### src/rtl/hall_sensor_emulator.sv
// Three-phase Hall sensor pattern generator for BLDC commutation bring-up.
// Steps through the six-state Hall sequence at a programmable rate, finite or continuous.
module hall_sensor_emulator #(
   parameter int unsigned CNT_WIDTH  = 16,
   parameter int unsigned STEP_WIDTH = 16,
   parameter int unsigned INIT_PHASE = 0
) (
   input  logic                  clk_i,
   input  logic                  rst_ni,
   input  logic                  start_i,
   input  logic                  stop_i,
   input  logic                  dir_i,
   input  logic [CNT_WIDTH-1:0]  period_i,
   input  logic [STEP_WIDTH-1:0] steps_i,
   input  logic                  fault_inj_i,
   output logic                  ha_o,
   output logic                  hb_o,
   output logic                  hc_o,
   output logic [2:0]            phase_o,
   output logic                  busy_o,
   output logic                  step_pulse_o,
   output logic                  done_o
);

   localparam logic [0:0] StIdle = 1'b0;
   localparam logic [0:0] StRun  = 1'b1;

   localparam logic [CNT_WIDTH-1:0]  CntOne    = CNT_WIDTH'(1);
   localparam logic [STEP_WIDTH-1:0] StepOne   = STEP_WIDTH'(1);
   localparam logic [2:0]            InitPhase = 3'(INIT_PHASE);

   function automatic logic [2:0] hall_code(input logic [2:0] p);
      logic [2:0] code;
      case (p)
         3'd0:    code = 3'b100;
         3'd1:    code = 3'b110;
         3'd2:    code = 3'b010;
         3'd3:    code = 3'b011;
         3'd4:    code = 3'b001;
         3'd5:    code = 3'b101;
         default: code = 3'b100;
      endcase
      return code;
   endfunction

   logic [0:0]            state_q, state_d;
   logic [CNT_WIDTH-1:0]  cnt_q, cnt_d;
   logic [CNT_WIDTH-1:0]  period_q, period_d;
   logic                  dir_q, dir_d;
   logic [STEP_WIDTH-1:0] remain_q, remain_d;
   logic [2:0]            phase_q, phase_d;
   logic [2:0]            hall_q, hall_d;
   logic                  step_pulse_q, step_pulse_d;
   logic                  done_q, done_d;
   logic [2:0]            phase_next;

   always_comb begin
      if (dir_q) begin
         phase_next = (phase_q == 3'd5) ? 3'd0 : phase_q + 3'd1;
      end else begin
         phase_next = (phase_q == 3'd0) ? 3'd5 : phase_q - 3'd1;
      end
   end

   always_comb begin
      state_d      = state_q;
      cnt_d        = cnt_q;
      period_d     = period_q;
      dir_d        = dir_q;
      remain_d     = remain_q;
      phase_d      = phase_q;
      step_pulse_d = 1'b0;
      done_d       = 1'b0;
      case (state_q)
         StIdle: begin
            if (start_i && !stop_i) begin
               state_d  = StRun;
               period_d = (period_i == '0) ? CntOne : period_i;
               dir_d    = dir_i;
               remain_d = steps_i;
               cnt_d    = '0;
            end
         end
         StRun: begin
            // stop wins over a step falling due on the same edge
            if (stop_i) begin
               state_d = StIdle;
            end else if (cnt_q == period_q - CntOne) begin
               cnt_d        = '0;
               phase_d      = phase_next;
               step_pulse_d = 1'b1;
               // remain_q == 0 means continuous mode
               if (remain_q != '0) begin
                  remain_d = remain_q - StepOne;
                  if (remain_q == StepOne) begin
                     done_d  = 1'b1;
                     state_d = StIdle;
                  end
               end
            end else begin
               cnt_d = cnt_q + CntOne;
            end
         end
         default: state_d = StIdle;
      endcase
      hall_d = fault_inj_i ? 3'b000 : hall_code(phase_d);
   end

   always_ff @(posedge clk_i or negedge rst_ni) begin
      if (!rst_ni) begin
         state_q      <= StIdle;
         cnt_q        <= '0;
         period_q     <= CntOne;
         dir_q        <= 1'b1;
         remain_q     <= '0;
         phase_q      <= InitPhase;
         hall_q       <= hall_code(InitPhase);
         step_pulse_q <= 1'b0;
         done_q       <= 1'b0;
      end else begin
         state_q      <= state_d;
         cnt_q        <= cnt_d;
         period_q     <= period_d;
         dir_q        <= dir_d;
         remain_q     <= remain_d;
         phase_q      <= phase_d;
         hall_q       <= hall_d;
         step_pulse_q <= step_pulse_d;
         done_q       <= done_d;
      end
   end

   assign {ha_o, hb_o, hc_o} = hall_q;
   assign phase_o            = phase_q;
   assign busy_o             = (state_q == StRun);
   assign step_pulse_o       = step_pulse_q;
   assign done_o             = done_q;

endmodule

### config.mk
export PLATFORM = sky130hd
export DESIGN_NAME = hall_sensor_emulator
export DESIGN_NICKNAME = d
export VERILOG_FILES = /design/src/rtl/hall_sensor_emulator.sv
export SDC_FILE = /design/constraint.sdc
export NUM_CORES = 1
export LEC_CHECK = 0
export ABC_CLOCK_PERIOD_IN_PS = 4200
export CAP_MARGIN = 40
export CORE_AREA = 4 4 121 123
export CTS_CLUSTER_DIAMETER = 200
export DETAILED_ROUTE_END_ITERATION = 6
export DIE_AREA = 0 0 125 127
export PLACE_DENSITY = 0.5
export SLEW_MARGIN = 10
export SYNTH_ARGS = -nofsm -noshare
export SYNTH_HDL_FRONTEND = slang
export SYNTH_SLANG_ARGS = --single-unit
### constraint.sdc
create_clock -name clk_i -period 4.2 [get_ports clk_i]
set_input_delay 1.26 -clock clk_i [delete_from_list [all_inputs] [get_ports clk_i]]
set_output_delay 1.26 -clock clk_i [all_outputs]
set_load 0.01 [all_outputs]
==> key figures, run 1 <==
STA
  – Final Critical Period: 3.67 ns
  – Fmax: 273 MHz
  – Slew margin rel.: 58.4%
  – Setup total negative slack: 0 ns
  – Pins Over Slew Limit: 0
  – Final setup viols: 0
  – Final Worst Setup Slack: 0.533 ns
  – Final hold vios: 0
  – Layout Skew: 0.00673 ns
  – Actual slew at the worst max-slew pin: 0.624 ns
  – RSZ-0062 raised after global routing: false
  – Period utilization: 87.3%

Floorplanning
  – Die W: 125 um
  – CORE AREA: 0.0137 mm2
  – Chip height: 127 um
  – Die area: 0.0159 mm2
  – I/O pin cnt: 47
  – Initial Utilization: 27.2%
  – Row cnt: 43

Route
  – Remaining DRCs: 0
  – WL final: 10.1 mm
  – TritonRoute pass-1 iters: 4
  – Initial DRC count: 212
  – DR WL/cell: 15.3 um
  – Total number of vias: 3309
  – ANT nets after route: 0
  – Vias/cell: 4.98

Cells and area
  – Final-stage net count: 522
  – Ant. Diodes: 0
  – Share of layout cells above drive strength 1: 8.47%
  – Synth-to-layout area growth: 23.7%
  – Layout fillers: 1465

Yosys
  – Main flop type after synthesis: dfrtp_1
  – Yosys cell types: 65
  – Sequential cell area fraction in the yosys report: 39.2%
  – Post-synthesis register bit count: 58
  – Mapped Cells: 442
  – Post-synth ARST share: 100%
  – Netlist Area Pre-Place: 0.00371 mm2
  – Synth warn: 0
  – EDFF count, synth: 0
  – Cell accounting for the most synthesized area: dfrtp_1
  – Leading post-synthesis cells by cell area: dfrtp_1 (37%), nand2_1 (8.0%), nor2_1 (3.5%), xnor2_1 (3.3%), o21ai_0 (3.0%)
  – Syn Area/Cell: 8.40 um2
  – Syn Nets: 485
  – Yosys top cell area share: 37.1%

GRT
  – Largest net degree at the start of global routing: 34
  – First-pass GRT wire length: 17.1 mm
  – Grt ovf: 0
  – All-Layer GR Usage: 13.2%
  – Vias in the first global route: 3309
  – Initial antenna violation count: 0

Worst setup path
  – Worst EP required: 4.46 ns
  – WP buf/inv: 1
  – Crit path max-delay family: simple AND/OR/NAND/NOR gates
  – Type of origin of the critical path: flop
  – CP max-delay cell: or4bb_1
  – Worst Path Max Fanout: 18
  – Critical path class: flop to flop
  – Worst endpoint data arrival time: 3.93 ns
  – FF-to-FF setup slack: 0.53 ns
  – Cell chain of the critical path: inv_1, ha_1, or3b_1, or4bb_1, and3_1, a311oi_2, nand4_1, a21o_1, or4_1, nand3_1
  – CP peak stage delay: 0.52 ns
  – Worst setup EP type: flop

Placed design
  – DP Wirelength: 7.43 mm
  – I/O Buffers: 46
  – Final GP Congestion: 0.820
  – DP Worst Slack: 0.563 ns

Power
  – P_int: 1220 uW
  – Sw Share: 31.3%
  – Logic pwr share: 20.4%
  – Clock network power share: 37.6%
  – Sw Pwr: 556 uW
  – Reg power frac: 42.0%
  – Leakage power: 0.00183 uW
  – VDD IR-drop max: 0.177 mV
  – Pwr dens: 387 mW/mm2

Min path
  – Worst min-delay path class: flop to flop

Status
  – Status: finished clean

Clocking
  – Clk_lat worst skew: 0.33 ns
  – CTS Buffer Depth: 2
  – H-tree levels: 3
  – Num CTS Buffers: 9
  – Clock slew at reported path FFs: 0.05 ns
  – Sink Count: 58
  – CTS tree: built
  – Setup Buffers After CTS: 0
  – Hold_buf cts: 0
  – Post_cts resized: 0
  – Root buf cell: clkbuf_16

Job
  – MaxCap Viol Count: 0
-- cell families (layout without fill, tap and decap cells) --
| family | Yosys count | in the layout | share of synthesized area, % |
|---|---|---|---|
| buf+inv | 34 | 76 | 3.88 |
| flops | 58 | 58 | 39.2 |
| mux | 7 | 7 | 1.96 |
| xor+xnor | 26 | 26 | 6.14 |
| compound gates | 86 | 86 | 15.8 |
| simple gates | 226 | 226 | 31.4 |
| fa+ha+maj | 5 | 5 | 1.69 |
-- layer usage --
layer | part of all wire [%] | global-route usage, % | vias up
met3 | 4.1 | 3.85 | 6
met4 | 0.66 | 2.93 | 0
met5 | 0 | 0 | -
li1 | - | - | 1667
met1 | 49 | 17.8 | 1574
met2 | 46 | 21.0 | 62
-- final timing paths --
path | from | endpoint | cells after the start
min in group asynchronous | rst_ni | cnt_q[14] | 1
min reg2reg | period_q[15] | period_q[15] | 2
max in group asynchronous | rst_ni | period_q[0] | 2
max reg2reg | period_q[1] | remain_q[4] | 10
max | period_q[1] | remain_q[4] | 10
min | period_q[15] | period_q[15] | 2
-- metrics by stage --
stage	total power, uW	utilization, %	cell area [um2]	instances	hold slack [ns]
after floorplan	988	-	3710	442	0.465
after global placement	1110	31.6	4320	648	0.485
after detailed placement	1120	31.6	4320	648	0.492
after CTS	1800	33.6	4590	664	0.509
after global routing	1900	33.6	4590	664	0.528
final	1780	33.6	4590	664	0.500
-- cell usage after synthesis, drive strengths merged (3+ instances only) --
| master | instances |
|---|---|
| xnor2 | 14 |
| o2bb2ai | 3 |
| nand2 | 79 |
| nand4b | 3 |
| nor2 | 35 |
| or2 | 5 |
| a21o | 3 |
| and3 | 8 |
| or3 | 8 |
| o22ai | 8 |
| nand3 | 17 |
| nor4 | 10 |
| o21ai | 23 |
| dfstp | 3 |
| inv | 8 |
| o21bai | 3 |
| clkbuf | 19 |
| nor2b | 4 |
| nor3 | 19 |
| nor3b | 3 |
| buf | 6 |
| dfrtp | 55 |
| ha | 5 |
| nand3b | 4 |
| o32ai | 3 |
| mux2i | 5 |
| nand2b | 5 |
| a32oi | 4 |
| or4 | 9 |
| a21oi | 14 |
| nand4 | 5 |
| xor2 | 12 |
| o31ai | 4 |
| and4 | 3 |
| o21a | 3 |
-- sequential cells by signal, indices dropped and copies added, names as in the netlist --
signal	count
cnt_q	16
period_q	16
remain_q	16
hall_q	3
phase_o	3
busy_o	1
dir_q	1
done_o	1
step_pulse_o	1
-- cell usage in the layout (no fill, tap or decap), types with 5 or more instances in the layout --
master | Yosys | routed
nor3_1 | 19 | 19
nand4_1 | 5 | 5
mux2i_1 | 5 | 5
or3_1 | 8 | 8
nand3_1 | 17 | 17
or4_1 | 7 | 7
clkbuf_16 | 0 | 9
and3_1 | 8 | 8
clkdlybuf4s50_1 | 0 | 45
nand2_1 | 79 | 79
o22ai_1 | 8 | 8
nor4_1 | 9 | 9
dfrtp_1 | 55 | 55
xor2_1 | 12 | 12
buf_4 | 1 | 5
a21oi_1 | 13 | 13
nand2b_1 | 5 | 5
or2_2 | 5 | 5
o21ai_0 | 22 | 22
inv_1 | 8 | 8
xnor2_1 | 14 | 14
nor2_1 | 35 | 35
ha_1 | 5 | 5
-- power groups by stage --
stage	Sequential [uW]	Clock [uW]	Combinational (uW)
2_1_floorplan	707	0	281
3_3_place_gp	751	0	361
3_5_place_dp	752	0	365
4_1_cts	745	689	366
5_1_grt	764	718	417
6_report	746	667	363
-- cell type report --
class,instances,area [um2],area share [%]
Multi-Input combinational cell,350,2110,46.0
Sequential cell,58,1460,31.7
Timing Repair Buffer,51,493,10.7
Clock buffer,11,243,5.29
Tap cell,180,225,4.90
Inverter,9,33.8,0.736
Clock inverter,5,30.0,0.654
-- worst reg2reg max path, stage by stage, from the launching register on --
cell and delay, ns:
dfrtp_1 0.40, inv_1 0.09, ha_1 0.26, or3b_1 0.51, or4bb_1 0.52, and3_1 0.18
a311oi_2 0.29, nand4_1 0.33, a21o_1 0.47, or4_1 0.47, nand3_1 0.09
(Power assumes the default switching activity.)
==> run 2, diff against run 1 <==
--- a/config.mk
+++ b/config.mk
@@ -5,13 +5,13 @@
 export SDC_FILE = /design/constraint.sdc
 export NUM_CORES = 1
 export LEC_CHECK = 0
-export ABC_CLOCK_PERIOD_IN_PS = 4200
+export ABC_CLOCK_PERIOD_IN_PS = 3100
 export CAP_MARGIN = 40
 export CORE_AREA = 4 4 121 123
 export CTS_CLUSTER_DIAMETER = 200
 export DETAILED_ROUTE_END_ITERATION = 6
 export DIE_AREA = 0 0 125 127
-export PLACE_DENSITY = 0.5
+export PLACE_DENSITY = 0.52
 export SLEW_MARGIN = 10
 export SYNTH_ARGS = -nofsm -noshare
 export SYNTH_HDL_FRONTEND = slang
==> constraint.sdc (replaced) <==
create_clock -name clk_i -period 3.1 [get_ports clk_i]
set_input_delay 0.93 -clock clk_i [delete_from_list [all_inputs] [get_ports clk_i]]
set_output_delay 0.93 -clock clk_i [all_outputs]
set_load 0.01 [all_outputs]
==> run 2 against run 1 <==
Net effect: the flow now finishes with violations (setup timing); power increased by 47%; global-route usage decreased by 0.16 points; critical path type unchanged; critical path depth unchanged; worst setup slack got worse by 0.57 ns; count of clock-buffer cells in the layout decreased by 2; via count increased by 9.7%; highest routed layer unchanged; register-to-register slack got worse by 0.57 ns; first-iteration DRC count increased by 24%; clock power increased by 38%; worst hold slack improved by 0.024 ns.
==> key figures, run 2 (synthesis gave the netlist of run 1 again) <==
Clocking
  – Clock slew at reported path FFs: 0.06 ns
  – CTS Buffer Depth: 2
  – Num CTS Buffers: 9
  – Hold_buf cts: 0
  – Clk_lat worst skew: 0.33 ns
  – Root buf cell: clkbuf_16
  – CTS tree: built
  – Sink Count: 58
  – H-tree levels: 3

Placed design
  – DP Area: 0.00460 mm2
  – I/O Buffers: 46
  – Final GP Congestion: 0.854
  – DP Wirelength: 7.80 mm
  – Placed insts: 684
  – DP Worst Slack: -0.148 ns

Cells and area
  – Post-layout util: 38.0%
  – Non-filler cells, final: 706
  – Fin area: 0.00519 mm2
  – Layout fillers: 1419
  – Commonest non-fill, non-tap cells in the layout: nand2_1 (78), dfrtp_1 (55), clkdlybuf4s50_1 (45), buf_4 (41), nor2_1 (32)
  – Ant. Diodes: 0
  – Share of layout cells above drive strength 1: 23.0%
  – Most common cell after layout, fill and taps aside: nand2_1
  – Final-stage net count: 564
  – Synth-to-layout area growth: 40.0%
  – Biggest regs: cnt_q (16), period_q (16), remain_q (16)

Floorplanning
  – Die W: 125 um
  – Initial Utilization: 27.2%
  – Chip height: 127 um
  – CORE AREA: 0.0137 mm2
  – Die area: 0.0159 mm2
  – Row cnt: 43
  – I/O pin cnt: 47

Worst setup path
  – Worst setup EP type: flop
  – Critical path class: flop to flop
  – FF-to-FF setup slack: -0.04 ns
  – Type of origin of the critical path: flop
  – Worst EP required: 3.37 ns
  – Worst Path Max Fanout: 7
  – CP peak stage delay: 0.49 ns
  – Cell chain of the critical path: inv_2, ha_4, or3b_4, or4bb_1, and3_4, a311oi_4, nand4_1, a21o_4, or4_4, nand3_2
  – CP max-delay cell: or4bb_1
  – WP buf/inv: 1
  – Worst endpoint data arrival time: 3.41 ns
  – Crit path max-delay family: simple AND/OR/NAND/NOR gates

STA
  – Final hold vios: 0
  – RSZ-0062 raised after global routing: true
  – Period utilization: 101%
  – Fmax: 318 MHz
  – Final Worst Setup Slack: -0.0418 ns
  – Layout Skew: 0.0107 ns
  – Final setup viols: 1
  – Actual slew at the worst max-slew pin: 0.657 ns
  – Slew margin rel.: 56.1%
  – Pins Over Slew Limit: 0
  – Final Critical Period: 3.14 ns

Power
  – Total power: 2620 uW
  – VDD IR-drop max: 0.330 mV
  – Pwr dens: 504 mW/mm2
  – Leakage power: 0.00210 uW

Status
  – Failing checks: setup timing
  – Status: complete, but fails checks

Route
  – Total number of vias: 3631
  – TritonRoute pass-1 iters: 4
  – ANT nets after route: 0
  – Initial DRC count: 263
  – Remaining DRCs: 0
  – DR WL/cell: 15.1 um
  – Vias/cell: 5.14
  – WL final: 10.7 mm

GRT
  – Initial antenna violation count: 0
  – First-pass GRT wire length: 17.3 mm
  – All-Layer GR Usage: 13.0%
  – Largest net degree at the start of global routing: 38
  – Vias in the first global route: 3468
  – Grt ovf: 0

Min path
  – Worst min-delay path class: flop to flop

Job
  – MaxCap Viol Count: 0
[run 2: changes by cell type in the layout (fill, tap and decap cells not counted), moves of 3 or more]
cell,before,now
clkinv_2,3,0
or4_1,7,4
o22ai_1,8,2
nor2_1,35,32
or4_4,2,5
o21ai_1,1,7
clkinv_4,0,3
buf_4,5,41
o21ai_0,22,16
nor3_2,0,5
nor3_1,19,14
buf_6,0,5
o22ai_2,0,6
[run 2: final cells by class]
type	instances	area [um2]	area share, %
Clock inverter	7	56.3	1.08
Multi-Input combinational cell	350	2360	45.4
Timing Repair Buffer	93	840	16.2
Sequential cell	58	1460	28.0
Clock buffer	9	225	4.34
Inverter	9	33.8	0.650
Tap cell	180	225	4.34
[run 2: final timing paths]
path	startpoint	to	cells after the start
setup / recovery	period_q[1]	remain_q[13]	10
hold / removal	period_q[15]	period_q[15]	2
setup reg to reg	period_q[1]	remain_q[13]	10
hold reg to reg	period_q[15]	period_q[15]	2
max in group asynchronous	rst_ni	period_q[0]	2
min in group asynchronous	rst_ni	phase_o[1]	1
[run 2: timing repair]
item / in CTS / in global routing
resized for setup: 7 / 50
endpoints found under the setup margin: 17 / 31
buffers inserted: 3 / 3
pin swaps: 8 / 22
cloned: 0 / 0
[run 2: metrics by stage]
stage	hold WS [ns]	setup TNS, ns
floorplan	0.465	0
global placement	0.508	-0.799
detailed placement	0.520	-0.836
CTS	0.527	-0.00691
global route	0.543	-2.05
finish	0.524	-0.0418
[run 2: report_power, final]
part	internal, uW	switching, uW	total [uW]
combinational	358	356	714
sequential	858	125	983
clock	543	379	922
total	1760	860	2620
[run 2: tightest hold or removal path, cell delays in order, from the launching register on]
cell and delay (ns):
dfrtp_1 0.38, nand2_1 0.06, nand2_1 0.06
[run 2: metal layers]
metal	up-vias	global-route usage, %	routed length [um]
li1	1763	-	-
met1	1783	17.4	5040
met2	73	21.5	5160
met3	12	2.88	348
met4	0	3.25	110
met5	-	0	0
==> run 3, diff against run 2 <==
--- a/config.mk
+++ b/config.mk
@@ -7,10 +7,11 @@
 export LEC_CHECK = 0
 export ABC_CLOCK_PERIOD_IN_PS = 3100
 export CAP_MARGIN = 40
-export CORE_AREA = 4 4 121 123
+export CORE_AREA = 2 2 119 121
 export CTS_CLUSTER_DIAMETER = 200
 export DETAILED_ROUTE_END_ITERATION = 6
-export DIE_AREA = 0 0 125 127
+export DIE_AREA = 0 0 121 123
+export HOLD_SLACK_MARGIN = 0.12
 export PLACE_DENSITY = 0.52
 export SLEW_MARGIN = 10
 export SYNTH_ARGS = -nofsm -noshare
==> run 3 against run 2 <==
Net effect: the run now ends clean; die area decreased by 6.2%; via count decreased by 1.5%; register-to-register slack improved by 0.07 ns; highest routed layer unchanged.
==> key figures, run 3 (synthesis gave the netlist of run 1 again) <==
GRT
  – All-Layer GR Usage: 14.9%
  – Vias in the first global route: 3537
  – Initial antenna violation count: 0
  – Largest net degree at the start of global routing: 51
  – Grt ovf: 0
  – First-pass GRT wire length: 17.5 mm

Placed design
  – Final GP Congestion: 0.841
  – Placed insts: 688
  – I/O Buffers: 46
  – DP Wirelength: 7.73 mm

Floorplanning
  – Initial Utilization: 27.3%
  – Row cnt: 43
  – Die W: 121 um
  – I/O pin cnt: 47
  – Chip height: 123 um
  – Die area: 0.0149 mm2
  – CORE AREA: 0.0136 mm2

Power
  – P_int: 1940 uW
  – Clock network power share: 39.0%
  – Sw Share: 30.0%
  – Leakage power: 0.00213 uW
  – Reg power frac: 35.7%
  – VDD IR-drop max: 0.258 mV
  – Logic pwr share: 25.3%
  – Pwr dens: 527 mW/mm2
  – Sw Pwr: 831 uW

STA
  – Final Critical Period: 3.07 ns
  – Slew margin rel.: 64.7%
  – Pins Over Slew Limit: 0
  – Final setup viols: 0
  – Final hold vios: 0
  – Layout Skew: 0.00648 ns
  – RSZ-0062 raised after global routing: true
  – Fmax: 325 MHz
  – Hold Worst Slack: 0.456 ns
  – Period utilization: 99.1%
  – Actual slew at the worst max-slew pin: 0.528 ns

Status
  – Status: finished clean

Worst setup path
  – Type of origin of the critical path: flop
  – Crit path max-delay family: simple AND/OR/NAND/NOR gates
  – Worst EP required: 3.35 ns
  – Critical R2R Launch: period_q[1]
  – Cell chain of the critical path: buf_4, or4_4, nor3_2, mux2_2, o21ai_2, nand4_1, or3_4, a211o_1, o22ai_2
  – CP peak stage delay: 0.54 ns
  – Worst endpoint data arrival time: 3.33 ns
  – Worst Path Max Fanout: 7
  – Worst setup EP type: flop
  – WP buf/inv: 1
  – Worst Reg-to-Reg Cells: 9
  – Worst r2r dst: hall_q[2]
  – CP max-delay cell: or4_4
  – FF-to-FF setup slack: 0.03 ns
  – Critical path class: flop to flop

Cells and area
  – Biggest regs: cnt_q (16), period_q (16), remain_q (16)
  – Commonest non-fill, non-tap cells in the layout: nand2_1 (79), dfrtp_1 (55), clkdlybuf4s50_1 (45), buf_4 (45), nor2_1 (33)
  – Ant. Diodes: 0
  – Share of layout cells above drive strength 1: 23.0%
  – Most common cell after layout, fill and taps aside: nand2_1
  – Non-filler cells, final: 710
  – Synth-to-layout area growth: 41.5%
  – Final-stage net count: 568

Route
  – Total number of vias: 3578
  – Initial DRC count: 157
  – DR WL/cell: 15.4 um
  – Vias/cell: 5.04
  – ANT nets after route: 0
  – Remaining DRCs: 0
  – WL final: 10.9 mm
  – TritonRoute pass-1 iters: 4

Min path
  – Worst min-delay path class: input port to async pin

Clocking
  – Clk_lat worst skew: 0.33 ns
  – Clock slew at reported path FFs: 0.05 ns
  – CTS tree: built
  – Num CTS Buffers: 9
  – CTS Buffer Depth: 2
  – H-tree levels: 3
  – Root buf cell: clkbuf_16
  – Hold_buf cts: 0
  – Sink Count: 58

Job
  – MaxCap Viol Count: 0
-- run 3: metal layers --
metal	track usage (%)	vias up	part of all wire, %
met2	24.3	64	49
met1	19.3	1734	45
met5	0	-	0
met4	5.16	0	1.8
met3	3.51	17	4.1
li1	-	1763	-
-- run 3: how the worst max path moves through the flow --
| stage | startpoint | end | cells after the start |
|---|---|---|---|
| 5_1_grt | period_q[1] | remain_q[9] | 13 |
| 3_5_place_dp | period_q[3] | hall_q[2] | 8 |
| 6_report | period_q[1] | hall_q[2] | 9 |
| 4_1_cts | period_q[1] | hall_q[0] | 12 |
| 3_3_place_gp | period_q[3] | hall_q[2] | 8 |
| 2_1_floorplan | period_q[1] | hall_q[2] | 11 |
-- run 3: power groups by stage --
stage,Clock [uW],Combinational (uW),Sequential [uW]
global route,1130,778,1010
detailed placement,0,625,986
global placement,0,617,985
CTS,1110,640,976
floorplan,0,381,958
finish,1080,701,987
-- run 3: cell type report --
type / instances / area [um2]
clock inverters: 5 / 77.6
clock buffers: 11 / 243
flip-flops and latches: 58 / 1460
well taps: 180 / 225
fillers: 1389 / 8360
multi-input cells: 350 / 2320
inverters: 9 / 33.8
repair buffers: 97 / 896
-- run 3: per-stage QoR --
| step | cell area (um2) | utilization (%) | setup TNS, ns | setup WS (ns) | total power, uW |
|---|---|---|---|---|---|
| after global routing | 5250 | 38.6 | -1.80 | -0.130 | 2910 |
| after global placement | 4640 | 34.1 | -0.354 | -0.0978 | 1600 |
| final | 5250 | 38.6 | 0 | 0.0278 | 2770 |
| after CTS | 5000 | 36.7 | -0.0704 | -0.0371 | 2730 |
| after floorplan | 3710 | - | 0 | 0.115 | 1340 |
| after detailed placement | 4640 | 34.1 | -0.825 | -0.0944 | 1610 |
-- run 3: what timing repair did --
item,in CTS,in global routing
pin swaps,2,32
gates resized for setup,8,45
setup endpoints to repair,16,31
gates cloned,0,1
setup buffers,0,5
